**src/rtl/bean_field.sv**
```systemverilog
// Scrolling bean field: up to N_BEANS ground-line beans that move left each frame,
// spawn at the right edge after an LFSR-randomised gap, and vanish when eaten or missed.
module bean_field #(
   parameter int         N_BEANS   = 4,
   parameter int         BEAN_W    = 30,
   parameter int         BEAN_H    = 40,
   parameter int         GROUND_Y  = 380,
   parameter int         SCREEN_W  = 640,
   parameter int         SPEED     = 4,
   parameter int         SPAWN_MIN = 40,
   parameter logic [7:0] LFSR_SEED = 8'hA5
) (
   input  logic               clk,
   input  logic               reset,
   input  logic               frame_tick,
   input  logic               run,
   input  logic               clear,
   input  logic [9:0]         x,
   input  logic [9:0]         y,
   input  logic [9:0]         goose_x,
   input  logic [9:0]         goose_y,
   input  logic [9:0]         goose_w,
   input  logic [9:0]         goose_h,
   output logic               bean,
   output logic               eat,
   output logic               miss,
   output logic [N_BEANS-1:0] active_mask
);

   localparam int TW = 16;

   logic [N_BEANS-1:0] active_reg;
   logic [9:0]         xpos_reg [N_BEANS];
   logic [TW-1:0]      timer_reg;
   logic [7:0]         lfsr_reg;
   logic               bean_reg, eat_reg, miss_reg;

   logic [N_BEANS-1:0] in_box, overlap, low, spawn_hot;
   logic               step, spawn_ok;

   // Bean vertical extent and goose box edges are shared by all slots.
   logic [10:0] bean_top, bean_bot, goose_r, goose_b;
   assign bean_top = 11'(GROUND_Y - BEAN_H);
   assign bean_bot = 11'(GROUND_Y);
   assign goose_r  = {1'b0, goose_x} + {1'b0, goose_w};
   assign goose_b  = {1'b0, goose_y} + {1'b0, goose_h};

   genvar gi;
   generate
      for (gi = 0; gi < N_BEANS; gi++) begin : g_slot
         logic [10:0] left, right;
         assign left  = {1'b0, xpos_reg[gi]};
         assign right = left + 11'(BEAN_W);
         assign in_box[gi]  = ({1'b0, x} >= left) && ({1'b0, x} <= right) &&
                              ({1'b0, y} >= bean_top) && ({1'b0, y} <= bean_bot);
         assign overlap[gi] = (left <= goose_r) && ({1'b0, goose_x} <= right) &&
                              (bean_top <= goose_b) && ({1'b0, goose_y} <= bean_bot);
         assign low[gi]     = (left < 11'(SPEED));
      end
   endgenerate

   assign step     = frame_tick && run && !clear;
   assign spawn_ok = step && (timer_reg == '0) && !(&active_reg);

   // Lowest-index free slot, judged on the pre-tick occupancy.
   always_comb begin
      logic found;
      spawn_hot = '0;
      found     = 1'b0;
      for (int i = 0; i < N_BEANS; i++) begin
         if (!active_reg[i] && !found) begin
            spawn_hot[i] = 1'b1;
            found        = 1'b1;
         end
      end
   end

   always_ff @(posedge clk or posedge reset) begin
      if (reset) begin
         active_reg <= '0;
         for (int i = 0; i < N_BEANS; i++) xpos_reg[i] <= '0;
      end else if (clear) begin
         active_reg <= '0;
      end else if (step) begin
         for (int i = 0; i < N_BEANS; i++) begin
            if (spawn_ok && spawn_hot[i]) begin
               active_reg[i] <= 1'b1;
               xpos_reg[i]   <= 10'(SCREEN_W);
            end else if (active_reg[i]) begin
               if (overlap[i] || low[i])
                  active_reg[i] <= 1'b0;
               else
                  xpos_reg[i] <= xpos_reg[i] - 10'(SPEED);
            end
         end
      end
   end

   always_ff @(posedge clk or posedge reset) begin
      if (reset) begin
         timer_reg <= TW'(SPAWN_MIN);
      end else if (clear) begin
         timer_reg <= TW'(SPAWN_MIN);
      end else if (step) begin
         if (timer_reg != '0)
            timer_reg <= timer_reg - 1'b1;
         else if (spawn_ok)
            timer_reg <= TW'(SPAWN_MIN) + {{(TW-5){1'b0}}, lfsr_reg[4:0]};
      end
   end

   // Fibonacci LFSR, taps 8,6,5,4; free-runs on frame_tick even while frozen.
   always_ff @(posedge clk or posedge reset) begin
      if (reset)
         lfsr_reg <= LFSR_SEED;
      else if (frame_tick)
         lfsr_reg <= {lfsr_reg[6:0], lfsr_reg[7] ^ lfsr_reg[5] ^ lfsr_reg[4] ^ lfsr_reg[3]};
   end

   always_ff @(posedge clk or posedge reset) begin
      if (reset) begin
         bean_reg <= 1'b0;
         eat_reg  <= 1'b0;
         miss_reg <= 1'b0;
      end else begin
         bean_reg <= |(active_reg & in_box);
         eat_reg  <= step && |(active_reg & overlap);
         miss_reg <= step && |(active_reg & ~overlap & low);
      end
   end

   assign bean        = bean_reg;
   assign eat         = eat_reg;
   assign miss        = miss_reg;
   assign active_mask = active_reg;

endmodule

```
**config.mk**
```make
export PLATFORM = sky130hd
export DESIGN_NAME = bean_field
export DESIGN_NICKNAME = d
export VERILOG_FILES = /design/src/rtl/bean_field.sv
export SDC_FILE = /design/constraint.sdc
export NUM_CORES = 1
export LEC_CHECK = 0
export BUFFER_PORTS_ARGS = -buffer_cell sky130_fd_sc_hd__buf_2
export CORE_MARGIN = 3
export CORE_UTILIZATION = 44
export DETAILED_ROUTE_END_ITERATION = 12
export GPL_TIMING_DRIVEN = 0
export PLACE_DENSITY = 0.59
export REMOVE_ABC_BUFFERS = 1
export SLEW_MARGIN = 20
export SYNTH_ARGS = -nofsm -noshare
export SYNTH_HDL_FRONTEND = slang
export SYNTH_SLANG_ARGS = --single-unit
```
**constraint.sdc**
```tcl
create_clock -name clk -period 6.6 [get_ports clk]
set_input_delay 0.33 -clock clk [delete_from_list [all_inputs] [get_ports clk]]
set_output_delay 0.33 -clock clk [all_outputs]
set_load 0.1 [all_outputs]
```
[After elaboration in Yosys (flattened, before gate mapping)]
Index checks and enable logic that the tools add are counted.
Operators by class
  $add $sub $neg: 12
  magnitude comparators: 24
  equal/unequal tests: 4
  mux-type cells: 36
  bitwise logic cells: 9
  reductions and logical operators: 65
Operator list (number)
  10-bit by 11-bit <= comparator with 1-bit output: 12
  10-bit two-way mux: 12
  16-bit two-way mux: 4
  10-bit by 5-bit adder with 11-bit output, second input constant: 4
  10-bit >= comparator: 4
  10-bit by 3-bit less-than comparator with 1-bit output, second input constant: 4
  10-bit by 3-bit subtractor with 10-bit output, second input constant: 4
  1-bit logical AND: 37
  10-bit by 10-bit adder with 11-bit output: 2
  10-bit by 9-bit <= comparator with 1-bit output, second input constant: 2
  4-bit AND reduction: 5
  1-bit two-way mux: 18
  4-bit AND: 4
  16-bit logical NOT: 1
  16-bit nonzero test: 1
  16-bit by 1-bit subtractor with 16-bit output, second input constant: 1
  4-bit OR reduction: 3
  9-bit by 11-bit <= comparator with 1-bit output, first input constant: 1
  10-bit by 9-bit >= comparator with 1-bit output, second input constant: 1
  2-bit nonzero test: 5
  4-bit two-way mux: 2
  2-bit != test, second input constant: 4
  6-bit by 5-bit adder with 7-bit output, first input constant: 1
  1-bit logical NOT: 7
  6 further kinds: 11
Storage, ports and cells
  register bits after elaboration: 71
  output and inout port bits: 7
  word-level logic and storage cells: 160

[Logic depth before layout (Yosys ltp)]
Gate-level depths: netlist of the first run.
  depth after elaboration: 13
  gate-level depth with buffers: 20
  gate-level depth less buffers: 19

[Worst setup path after synthesis of the first run]
Ideal clock, no wire load.
  path kind: input to register
  start point: in goose_x[1]
  end point: reg xpos_reg (netlist bit g_slot[0].left[6])
  library setup time: 0.123 ns
  arrival time: 3.859 ns
  data required time: 6.477 ns
  path slack: 2.618 ns
  cell stages on the path: 20
  cell sequence: ha_1 a211o_1 a211oi_2 nor2_1 o21ai_0 nand2b_1 xnor2_1 ha_1 and4_1 and3_1 nand2_1 mux2i_1 a2111oi_0 nor4_1 a211oi_1 nor2_1 buf_2 nor3_1 xnor2_1 nor2_1
Between the ends
  longest elaborated chain between the ends: 8
  elaborated cells on any way between the ends: 9
Ends and longest elaborated chain
  from (decl): RTL line 20  | input logic [9:0] goose_x,
  10-bit by 10-bit adder with 11-bit output: RTL line 45  | assign goose_r = {1'b0, goose_x} + {1'b0, goose_w};
  10-bit by 11-bit <= comparator with 1-bit output: RTL line 56  | assign overlap[gi] = (left <= goose_r) && ({1'b0, goose_x} <= right) &&
  1-bit logical AND (*) (2 in a row): RTL line 56
  1-bit logical AND (*): RTL line 57  | (bean_top <= goose_b) && ({1'b0, goose_y} <= bean_bot);
  1-bit logical OR (*): RTL line 90  | if (overlap[i] || low[i])
  2-bit != test (no source line) (*)
  4-bit AND reduction (no source line) (*)
  to (signal, indexed assignment): RTL line 88  | xpos_reg[i] <= 10'(SCREEN_W);
  to (signal, indexed assignment): RTL line 93  | xpos_reg[i] <= xpos_reg[i] - 10'(SPEED);
  to (decl): RTL line 33  | logic [9:0] xpos_reg [N_BEANS];
Mark *: on every way between the ends. The rest lies on a longest branch, timed or not.
A chain may end at the register's enable or synchronous reset.

[Worst setup path in the final report of the first run]
  start point: in goose_x[1]
  end point: reg xpos_reg (netlist bit g_slot[1].left[7])
Same word-level chain as after synthesis.

==> results.txt, run 1 <==
outcome: finished, final reports clean
drt wl/cell: 18.46 um
Hold Slack: 0.2270 ns
Pwr Total: 1.493 mW
initial antenna violation count: 0
Final min period: 4.767 ns
drc violations: 0
r2r worst-path depth: 11
fin crit share: 0.7222
Worst EP arrival: 5.02 ns
H-tree depth: 3
Crit Reg-Reg Startpoint: timer_reg[0]
register bit total from synthesis: 63
most frequent cells in the layout: 146 x ha_1, 71 x buf_2, 65 x o21ai_0
unrepaired setup endpoints after global routing: no
Primary FF master, synth: dfrtp_1
DPL Wire Length: 17.36 mm
port bufs: 71
Final Hold Viols: 0
reg-to-reg slack, setup: 2.34 ns
vias in the first global route: 6605
final worst slack: 1.833 ns
total die area: 0.01935 sq mm
Setup Viol. Count Final: 0
Mean Syn Cell Area: 8.439 sq um
Slew Limit Fails: 0
WP data required: 6.85 ns
Mapped Area: 0.007797 sq mm
Worst-Skew Late Latency: 0.34 ns
number of flops mapped to enable cells by yosys: 0
Setup crit end: g_slot[1].left[7]
max reg flops: 32
number of nets with antenna violations after routing: 0
PD cells: 171.0 mW/mm^2
Worst Tran Pin Value: 1.105 ns
CTS tree: yes
Area growth syn-to-layout: 11.94%
largest cells by area after synthesis: ha_1 23%, dfrtp_1 18%, xnor2_1 6.0%, o21ai_0 4.2%, a21oi_1 3.6%
top achievable clock speed: 0.2098 GHz
total global routing overflow: 0
share of the synthesized area in the top cell type: 0.2343
NumNets Final: 1196
vias per cell: 5.764
Detailed Routing Iterations Pass 1: 5
leakage: 3.891 nW
fraction of registers with async set/reset: 1.000
CP max FO: 11
drt total wl: 22.41 mm
Initial DRC Count: 463
Netlist cell types: 79
Initial Util: 0.4508
largest net degree at the start of global routing: 44
Hold Path Class: in -> reg
fin cells: 1214
Syn. warnings: 0
worst rel slew slack: 0.2573
GP Congestion: 0.9177
kind of end point of the critical path: register
Clk Tree Root Cell: clkbuf_16
Synth area leader: ha_1
clk slew on worst S/H paths: 0.06 ns
Die Wd: 139.1 um
first-pass GRT wire length: 35.52 mm
total negative setup slack: 0 ns
# IOs: 72
R2R Path End: g_slot[1].left[7]
post-placement cell count: 1196
DR vias: 6997
Worst setup SP type: input pin
Rows: 48
Setup CP Type: in -> reg
Max-Cap Viols: 0
CTS Buf Count: 9
clock sinks: 63
gr usage total: 0.2289
sequential area share after synthesis: 0.2031
fillers: 1704
Clock Skews: 0.007358 ns
buffer depth of the longest clock path: 2
Core Area: 0.01730 sq mm
VDD IR max: 140.9 uV
layout cells sized above 1: 0.1336
critical path launch point: goose_x[1]
Die Y-Extent: 139.1 um
Post-Syn Instances: 924
pre-CTS WS: 1.583 ns
most common cell after layout, fill and taps aside: ha_1
-- per-layer routing --
layer	global-route usage	wire length, um	part of all wire
met5	0	0	0
met4	0.06591	438	0.020
met3	0.04690	1258	0.056
met2	0.3539	9892	0.44
met1	0.3244	10820	0.48
-- logic make-up after synthesis --
logic type	share of synthesized area
AOI/OAI and AO/OA	0.2139
xor gates and xnor gates	0.06627
adders and majority gates	0.2487
buffers and inverters	0.03915
DFF	0.2031
muxes	0.01861
and+or+nand+nor	0.2102
-- critical path, stage by stage --
cell      delay (ns)
buf_2           0.24
inv_1           0.10
fa_1            0.45
nand2b_1        0.18
nand2b_1        0.08
a21oi_1         0.07
xor2_1          0.68
ha_1            0.38
and3_1          0.16
a211o_1         0.29
maj3_1          0.34
a21o_1          0.21
a221oi_1        0.30
o211ai_2        0.18
and3_1          0.38
nand2_2         0.16
mux2_4          0.31
a211oi_2        0.17
-- stage by stage --
stage / util / instance area [sq um]
2_1_floorplan: - / 7684
3_3_place_gp: 0.4810 / 8320
3_5_place_dp: 0.4826 / 8348
4_1_cts: 0.5045 / 8726
5_1_grt: 0.5045 / 8726
6_report: 0.5046 / 8728
-- where the power goes --
group / leakage (nW) / total (mW) / internal (mW) / switching [mW]
Combinational: 2.88 / 0.437 / 0.189 / 0.248
Sequential: 0.831 / 0.456 / 0.426 / 0.0301
Clock: 0.180 / 0.599 / 0.409 / 0.190
-- worst min path at each step --
stage	start	to	slack, ns	cells past startpoint
global route	clear	active_mask[1]	0.25	2
floorplan	frame_tick	lfsr_reg[0]	0.38	1
finish	clear	active_mask[1]	0.23	2
detailed placement	reset	g_slot[2].left[3]	0.31	2
global placement	lfsr_reg[6]	lfsr_reg[6]	0.49	1
CTS	clear	active_mask[1]	0.22	2
-- synthesized netlist by cell type, drive strengths merged (7+ instances only) --
master	number
ha	146
o21ai	68
nor2	60
a21oi	58
dfrtp	57
nand2	57
xnor2	53
inv	51
nor3	34
nand3	27
nand4	25
o21a	24
nand2b	23
nor2b	20
clkbuf	16
a21o	14
or3	14
a211oi	13
o31ai	13
nor4	12
buf	9
mux2	9
o211ai	8
or2	8
a211o	7
a31oi	7
and3	7
maj3	7
-- layout make-up --
| type | instances | area, sq um | area share |
|---|---|---|---|
| inverter | 51 | 193.9 | 0.02222 |
| timing repair buffer | 73 | 385.4 | 0.04415 |
| tap | 225 | 281.5 | 0.03225 |
| clock buffer | 9 | 225.2 | 0.02580 |
| clock inverter | 7 | 142.6 | 0.01634 |
| multi-input combinational | 785 | 5913 | 0.6775 |
| sequential | 63 | 1584 | 0.1815 |
| antenna | 1 | 2.502 | 0.0002867 |
-- repair_timing --
action,4_1_cts,5_1_grt
buffers inserted,0,0
hold buffers,1,0
endpoints found under the hold margin,20,0
resized for setup,0,0
Power figures use the tool's default switching activity.
==> inputs of run 2 (changes only) <==
--- a/config.mk
+++ b/config.mk
@@ -5,12 +5,13 @@
 export SDC_FILE = /design/constraint.sdc
 export NUM_CORES = 1
 export LEC_CHECK = 0
+export ABC_AREA = 1
 export BUFFER_PORTS_ARGS = -buffer_cell sky130_fd_sc_hd__buf_2
 export CORE_MARGIN = 3
 export CORE_UTILIZATION = 44
 export DETAILED_ROUTE_END_ITERATION = 12
 export GPL_TIMING_DRIVEN = 0
-export PLACE_DENSITY = 0.59
+export PLACE_DENSITY = 0.61
 export REMOVE_ABC_BUFFERS = 1
 export SLEW_MARGIN = 20
 export SYNTH_ARGS = -nofsm -noshare
==> constraint.sdc (replaced) <==
create_clock -name clk -period 4 [get_ports clk]
set_input_delay 0.2 -clock clk [delete_from_list [all_inputs] [get_ports clk]]
set_output_delay 0.2 -clock clk [all_outputs]
set_load 0.1 [all_outputs]
==> run 2 against run 1 <==
Net effect: clock power is 43% higher; sequential share of layout area down 0.43 points; global-route usage is 1.7 points higher; wire length up 5.3%; non-clock buffer count unchanged; core utilization up 0.51 points; synthesized cell count rose by 27%; first-iteration DRC count up 11%; die area increased by 2.4%; critical endpoint is now active_mask[2].
==> results.txt, run 2 <==
fin area: 0.008939 sq mm (+2.4%)
Critical Path Slowest Stage Cell: dfrtp_1
worst rel slew slack: 0.4667 (+0.2094)
initial antenna violation count: 0 (unchanged)
Die Wd: 140.8 um (+1.2%)
power share of the combinational group: 0.382 (+0.089)
CP max FO: 8 (-3)
Setup Viol. Count Final: 0 (unchanged)
antenna cells: 0 (-1)
buffer depth of the longest clock path: 2 (unchanged)
count leader, synth: nand2_1
number of nets with antenna violations after routing: 0 (unchanged)
clock sinks: 63 (unchanged)
max reg flops: 32 (unchanged)
Initial Util: 0.4558 (+0.004955)
total negative setup slack: 0 ns (unchanged)
Mean Syn Cell Area: 6.826 sq um (-19%)
Primary FF master, synth: dfrtp_1
largest cells by area after synthesis: ha_1 23%, dfrtp_1 18%, nand2_1 14%, inv_1 7.1%, nand3_1 5.7%
fin crit share: 0.8450
Post-Syn Instances: 1171 (+27%)
Setup CP Type: reg -> reg
Setup Buffers After CTS: 0 (unchanged)
Clock Skews: 0.009615 ns (+0.002257 ns)
P_sw: 980.7 uW (+110%)
outcome: finished, final reports clean
vias in the first global route: 7477 (+13%)
fraction of registers with async set/reset: 1.000 (unchanged)
register bit total from synthesis: 63 (unchanged)
sequential area share after synthesis: 0.1982 (-0.004961)
Clk Tree Root Cell: clkbuf_16
reg-to-reg slack, setup: 0.62 ns (-1.72 ns)
CP cell instances: inv_1, ha_1, nand2_1, nand2_1, nor3_1, xor2_1, ha_1, nand2_1, inv_1, nand2_1, nand2_1, nand2_1, nand2_1, nand2_1, nand2_1, a21oi_1, nand2_1, nand3_2, nand2_2, inv_1, o21ai_0
drt wl/cell: 16.00 um (-13%)
Die Y-Extent: 140.8 um (+1.2%)
unrepaired setup endpoints after global routing: no
vias per cell: 5.376 (-6.7%)
largest net degree at the start of global routing: 48 (+9.1%)
Worst setup SP type: register
CTS Buf Count: 9 (unchanged)
Netlist cell types: 53 (-33%)
kind of end point of the critical path: register
Commonest cells post-synth: 296 x nand2_1, 152 x inv_1, 146 x ha_1
Area growth syn-to-layout: 11.83% (about the same)
Final min period: 3.380 ns
Core Area: 0.01754 sq mm (+1.4%)
GP Congestion: 1.006 (+9.6%)
Worst-Skew Late Latency: 0.34 ns (about the same)
Syn. warnings: 0 (unchanged)
total die area: 0.01982 sq mm (+2.4%)
Worst EP arrival: 3.59 ns (-1.43 ns)
Critical Path Max Stage Delay: 0.44 ns (-0.24 ns)
Max-Cap Viols: 0 (unchanged)
Switching Share: 0.3777 (+0.06371)
register area: 0.001584 sq mm (unchanged)
drt total wl: 23.60 mm (+5.3%)
CTS tree: yes
Detailed Routing Iterations Pass 1: 5 (unchanged)
DPL Wire Length: 19.05 mm (+9.7%)
clk slew on worst S/H paths: 0.06 ns (about the same)
most frequent cells in the layout: 296 x nand2_1, 151 x inv_1, 146 x ha_1
fin util: 0.5097 (+0.005073)
P_int: 1.615 mW (+58%)
NumNets Final: 1458 (+22%)
Top cell by count, worst path: nand2_1
WP data required: 4.21 ns (-2.64 ns)
fillers: 1802 (+5.8%)
Pwr Total: 2.596 mW (+74%)
Slew Limit Fails: 0 (unchanged)
Mapped Area: 0.007993 sq mm (+2.5%)
gr usage total: 0.2455 (+0.01656)
share of the synthesized area in the top cell type: 0.2286 (-0.005721)
drc violations: 0 (unchanged)
Post-DP Area: 0.008607 sq mm (+3.1%)
total global routing overflow: 0 (unchanged)
H-tree depth: 3 (unchanged)
Final Hold Viols: 0 (unchanged)
CP top delay family: simple AND/OR/NAND/NOR gates
VDD IR max: 222.0 uV (+58%)
port bufs: 71 (unchanged)
leakage: 4.769 nW (+23%)
PD cells: 290.4 mW/mm^2 (+70%)
most common cell after layout, fill and taps aside: nand2_1
power share of the sequential group: 0.289 (-0.017)
Worst Tran Pin Value: 0.7942 ns (-0.3107 ns)
Rows: 48 (unchanged)
layout cells sized above 1: 0.09760 (-0.03600)
Initial DRC Count: 512 (+11%)
Hold Slack: 0.1251 ns (-0.1020 ns)
Synth area leader: ha_1
# IOs: 72 (unchanged)
top achievable clock speed: 0.2958 GHz
first-pass GRT wire length: 38.93 mm (+9.6%)
DR vias: 7930 (+13%)
Multi-input gate area: 0.005771 sq mm (-2.4%)
buffers plus inverters on the worst setup path: 3 (+1)
clock share of power: 0.329 (-0.073)
Hold Path Class: in -> reg
number of flops mapped to enable cells by yosys: 0 (unchanged)
-- run 2: cell count changes in the layout (fill, tap and decap cells not counted), sizes merged, moves of 13 or more --
cell,before,now
xor2,6,35
inv,53,156
nor2b,20,0
or3,14,0
nor3,34,18
a21oi,58,75
nand2b,23,0
nand3,27,94
nor2,60,110
nand2,57,303
xnor2,53,10
o21a,24,4
a21o,14,1
-- run 2: path summary, 6_finish.rpt --
path / start / cells after the start / endpoint
setup / recovery: g_slot[2].left[2] / 21 / active_mask[2]
hold / removal: y[9] / 4 / bean
setup reg to reg: g_slot[2].left[2] / 21 / active_mask[2]
hold reg to reg: lfsr_reg[5] / 2 / lfsr_reg[5]
max in group asynchronous: reset / 4 / g_slot[2].left[3]
min in group asynchronous: reset / 3 / lfsr_reg[6]
-- run 2: logic make-up after synthesis --
group | share of synthesized area
adder cells (fa/ha/maj) | 0.2336
flip-flops | 0.1982
AO/OA/AOI/OAI | 0.1256
XOR/XNOR | 0.04931
AND/OR/NAND/NOR | 0.3136
buffers and inverters | 0.07984
-- run 2: routing by layer --
layer	vias up	GRT usage	part of all wire
li1	4078	-	-
met1	3594	0.3506	0.48
met2	216	0.3836	0.43
met3	42	0.03324	0.055
met4	0	0.08006	0.029
met5	-	0	0
-- run 2: area by class of cell --
| class | count | share of cell area |
|---|---|---|
| multi-input combinational | 942 | 0.6456 |
| sequential | 63 | 0.1772 |
| inverter | 156 | 0.06579 |
| timing repair buffer | 73 | 0.04395 |
| tap | 225 | 0.03149 |
| clock buffer | 9 | 0.02520 |
| clock inverter | 7 | 0.01078 |
-- run 2: repair_timing --
action,CTS,global route
gates resized for setup,0,0
hold endpoints to repair,10,0
hold buffers,1,0
-- run 2: stage by stage --
step	cells	setup slack, ns
2_1_floorplan	1161	1.274
3_3_place_gp	1457	0.4469
3_5_place_dp	1458	0.4170
4_1_cts	1475	0.6506
5_1_grt	1475	0.2527
6_report	1475	0.6198
-- run 2: worst min-delay path, stage by stage --
cell	delay (ns)
buf_2	0.07
nor3_1	0.04
o221ai_1	0.06
nor2_1	0.05
-- run 2: power by group through the flow --
| stage | registers (mW) | logic (mW) | clock network [mW] |
|---|---|---|---|
| after floorplan | 0.743 | 0.711 | 0 |
| after global placement | 0.762 | 0.959 | 0 |
| final | 0.750 | 0.992 | 0.855 |
| after CTS | 0.750 | 0.989 | 0.875 |
| after global routing | 0.760 | 1.16 | 0.906 |
| after detailed placement | 0.761 | 0.979 | 0 |
==> inputs of run 3 (changes only) <==
--- a/config.mk
+++ b/config.mk
@@ -5,7 +5,7 @@
 export SDC_FILE = /design/constraint.sdc
 export NUM_CORES = 1
 export LEC_CHECK = 0
-export ABC_AREA = 1
+export ABC_AREA = 0
 export BUFFER_PORTS_ARGS = -buffer_cell sky130_fd_sc_hd__buf_2
 export CORE_MARGIN = 3
 export CORE_UTILIZATION = 44
==> constraint.sdc (replaced) <==
create_clock -name clk -period 3 [get_ports clk]
set_input_delay 0.15 -clock clk [delete_from_list [all_inputs] [get_ports clk]]
set_output_delay 0.15 -clock clk [all_outputs]
set_load 0.1 [all_outputs]
==> run 3 against run 2 <==
Net effect: the flow now finishes with violations (negative setup slack); clock power increased by 17%; first-iteration DRC count decreased by 13%; die area decreased by 2.3%; non-clock buffer count increased by 77; combinational power increased by 31%; sequential share of layout area decreased by 2.4 points; critical path type is now in -> reg; largest cell class unchanged; largest power group unchanged.
==> results.txt, run 3 (synthesis results as in run 1) <==
outcome: complete, but fails checks
failing checks: negative setup slack
Area growth syn-to-layout: 32.83%
Initial DRC Count: 445 (-13%)
Worst setup SP type: input pin
NumNets Final: 1275 (-13%)
Worst-Skew Late Latency: 0.35 ns (about the same)
Detailed Routing Iterations Pass 1: 5 (unchanged)
Setup CP Type: in -> reg
CP max FO: 4 (-4)
Worst Tran Pin Value: 0.7860 ns (-0.008233 ns)
most frequent cells in the layout: 130 x ha_1, 65 x buf_2, 55 x nor2_1
Core Area: 0.01730 sq mm (-1.4%)
Post-DP Area: 0.008356 sq mm (-2.9%)
Worst EP arrival: 3.91 ns (+0.32 ns)
clk slew on worst S/H paths: 0.06 ns (about the same)
CTS Buf Count: 9 (unchanged)
Rows: 48 (unchanged)
layout cells sized above 1: 0.3149 (+0.2173)
VDD IR max: 248.5 uV (+12%)
kind of end point of the critical path: register
vias in the first global route: 7169 (-4.1%)
worst rel slew slack: 0.4749 (+0.008215)
Pwr Total: 3.303 mW (+27%)
DR vias: 7639 (-3.7%)
largest net degree at the start of global routing: 46 (-4.2%)
GP Congestion: 0.9040 (-10%)
Max-Cap Viols: 0 (unchanged)
most common cell after layout, fill and taps aside: ha_1
fin cells: 1292 (-12%)
fin util: 0.5988 (+0.08911)
Setup Viol. Count Final: 38 (+38)
gr usage total: 0.2474 (+0.001924)
leakage: 4.459 nW (-6.5%)
total global routing overflow: 0 (unchanged)
Slew Limit Fails: 0 (unchanged)
first-pass GRT wire length: 38.22 mm (-1.8%)
buffer depth of the longest clock path: 2 (unchanged)
Final Hold Viols: 0 (unchanged)
number of nets with antenna violations after routing: 0 (unchanged)
H-tree depth: 3 (unchanged)
Die Wd: 139.1 um (-1.2%)
total die area: 0.01935 sq mm (-2.3%)
drt total wl: 25.18 mm (+6.7%)
Initial Util: 0.4508 (-0.004955)
Met1 Wirelength: 11.41 mm (-0.14%)
WP data required: 3.24 ns (-0.97 ns)
Critical Path Max Stage Delay: 0.42 ns (-0.02 ns)
antenna cells: 0 (unchanged)
total negative setup slack: -20.10 ns (-20.10 ns)
fin crit share: 1.223
fin area: 0.01036 sq mm (+16%)
DPL Wire Length: 17.10 mm (-10%)
CP cell instances: buf_12, ha_4, a211o_1, a211oi_4, nor2_2, o21ai_1, nand2b_1, xnor2_4, ha_4, and4_1, and3_4, nand2_2, mux2i_4, a2111oi_4, nor4_4, a211oi_4, buf_6, nor2_4, buf_6, nor3_2, a21o_1
top achievable clock speed: 0.2725 GHz
vias per cell: 5.913 (+10%)
Detail Route met3 WL: 1.257 mm (-2.6%)
DR WL met2: 11.69 mm (+15%)
clock sinks: 63 (unchanged)
Hold Path Class: in -> reg
Critical Path Slowest Stage Cell: nor4_4
initial antenna violation count: 0 (unchanged)
unrepaired setup endpoints after global routing: yes
PD cells: 318.9 mW/mm^2 (+9.8%)
final worst slack: -0.6700 ns (-1.290 ns)
post-placement cell count: 1196 (-18%)
drt wl/cell: 19.49 um (+22%)
drc violations: 0 (unchanged)
max reg flops: 32 (unchanged)
DR top layer: met4
Die Y-Extent: 139.1 um (-1.2%)
CTS tree: yes
# IOs: 72 (unchanged)
port bufs: 71 (unchanged)
Clk Tree Root Cell: clkbuf_16
Clock Skews: 0.01474 ns (+0.005128 ns)
Final min period: 3.670 ns
run 3: cell types whose count changed in the layout (fill, tap and decap cells not counted), sizes merged, moves of 20 or more:
cell,before,now
nor2,110,62
nand2b,0,23
nand2,303,57
nor2b,0,20
o21a,4,24
nand3,94,27
buf,72,148
inv,156,51
xnor2,10,53
xor2,35,6
run 3: path summary, 6_finish.rpt:
path,slack (ns),cells after the start,to,start
worst max-delay path,-0.67,21,g_slot[0].left[2],goose_x[1]
worst min-delay path,0.08,2,active_mask[1],clear
worst max register to register,-0.33,16,g_slot[0].left[3],g_slot[0].left[2]
worst min register to register,0.50,2,lfsr_reg[0],lfsr_reg[0]
max in group asynchronous,2.12,4,lfsr_reg[5],reset
min in group asynchronous,0.30,3,g_slot[3].left[7],reset
run 3: where the power goes:
group / internal, mW / switching (mW) / total (mW)
combinational: 0.623 / 0.676 / 1.30
sequential: 0.938 / 0.0652 / 1.00
clock: 0.578 / 0.423 / 1.00
total: 2.14 / 1.16 / 3.30
run 3: layer usage:
metal  global-route usage  vias to the layer above
met5                    0                        -
met2               0.3968                      204
met4              0.08445                        0
met1               0.3369                     3652
li1                     -                     3725
met3              0.04448                       58
run 3: timing repair:
action                                  in CTS  in global routing
endpoints found under the setup margin      54                 46
pin swaps                                   72                 64
hold endpoints to repair                    18                  0
gates cloned                                 3                  0
hold buffers                                 1                  0
setup buffers                               60                 26
gates resized for setup                    147                 74
run 3: critical path, delay by kind of cell:
family | cells | cell delay, ns
xor gates and xnor gates | 1 | 0.17
buffers and inverters | 3 | 0.41
adders and majority gates | 2 | 0.51
and+or+nand+nor | 8 | 1.26
AOI/OAI and AO/OA | 6 | 1.15
muxes | 1 | 0.25
run 3: cell type report:
| cell class | count | area, sq um |
|---|---|---|
| repair buffers | 150 | 1165 |
| flip-flops and latches | 63 | 1592 |
| multi-input cells | 787 | 6857 |
| clock inverters | 4 | 22.52 |
| inverters | 51 | 193.9 |
| well taps | 225 | 281.5 |
| fillers | 1496 | 6939 |
| clock buffers | 12 | 246.5 |
run 3: per-stage QoR:
| stage | hold WS, ns | setup WS (ns) |
|---|---|---|
| finish | 0.07908 | -0.6700 |
| global route | 0.06900 | -0.7516 |
| CTS | 0.06374 | -0.4887 |
| detailed placement | 0.1265 | -1.867 |
| global placement | 0.4000 | -1.827 |
| floorplan | 0.2004 | -0.8775 |
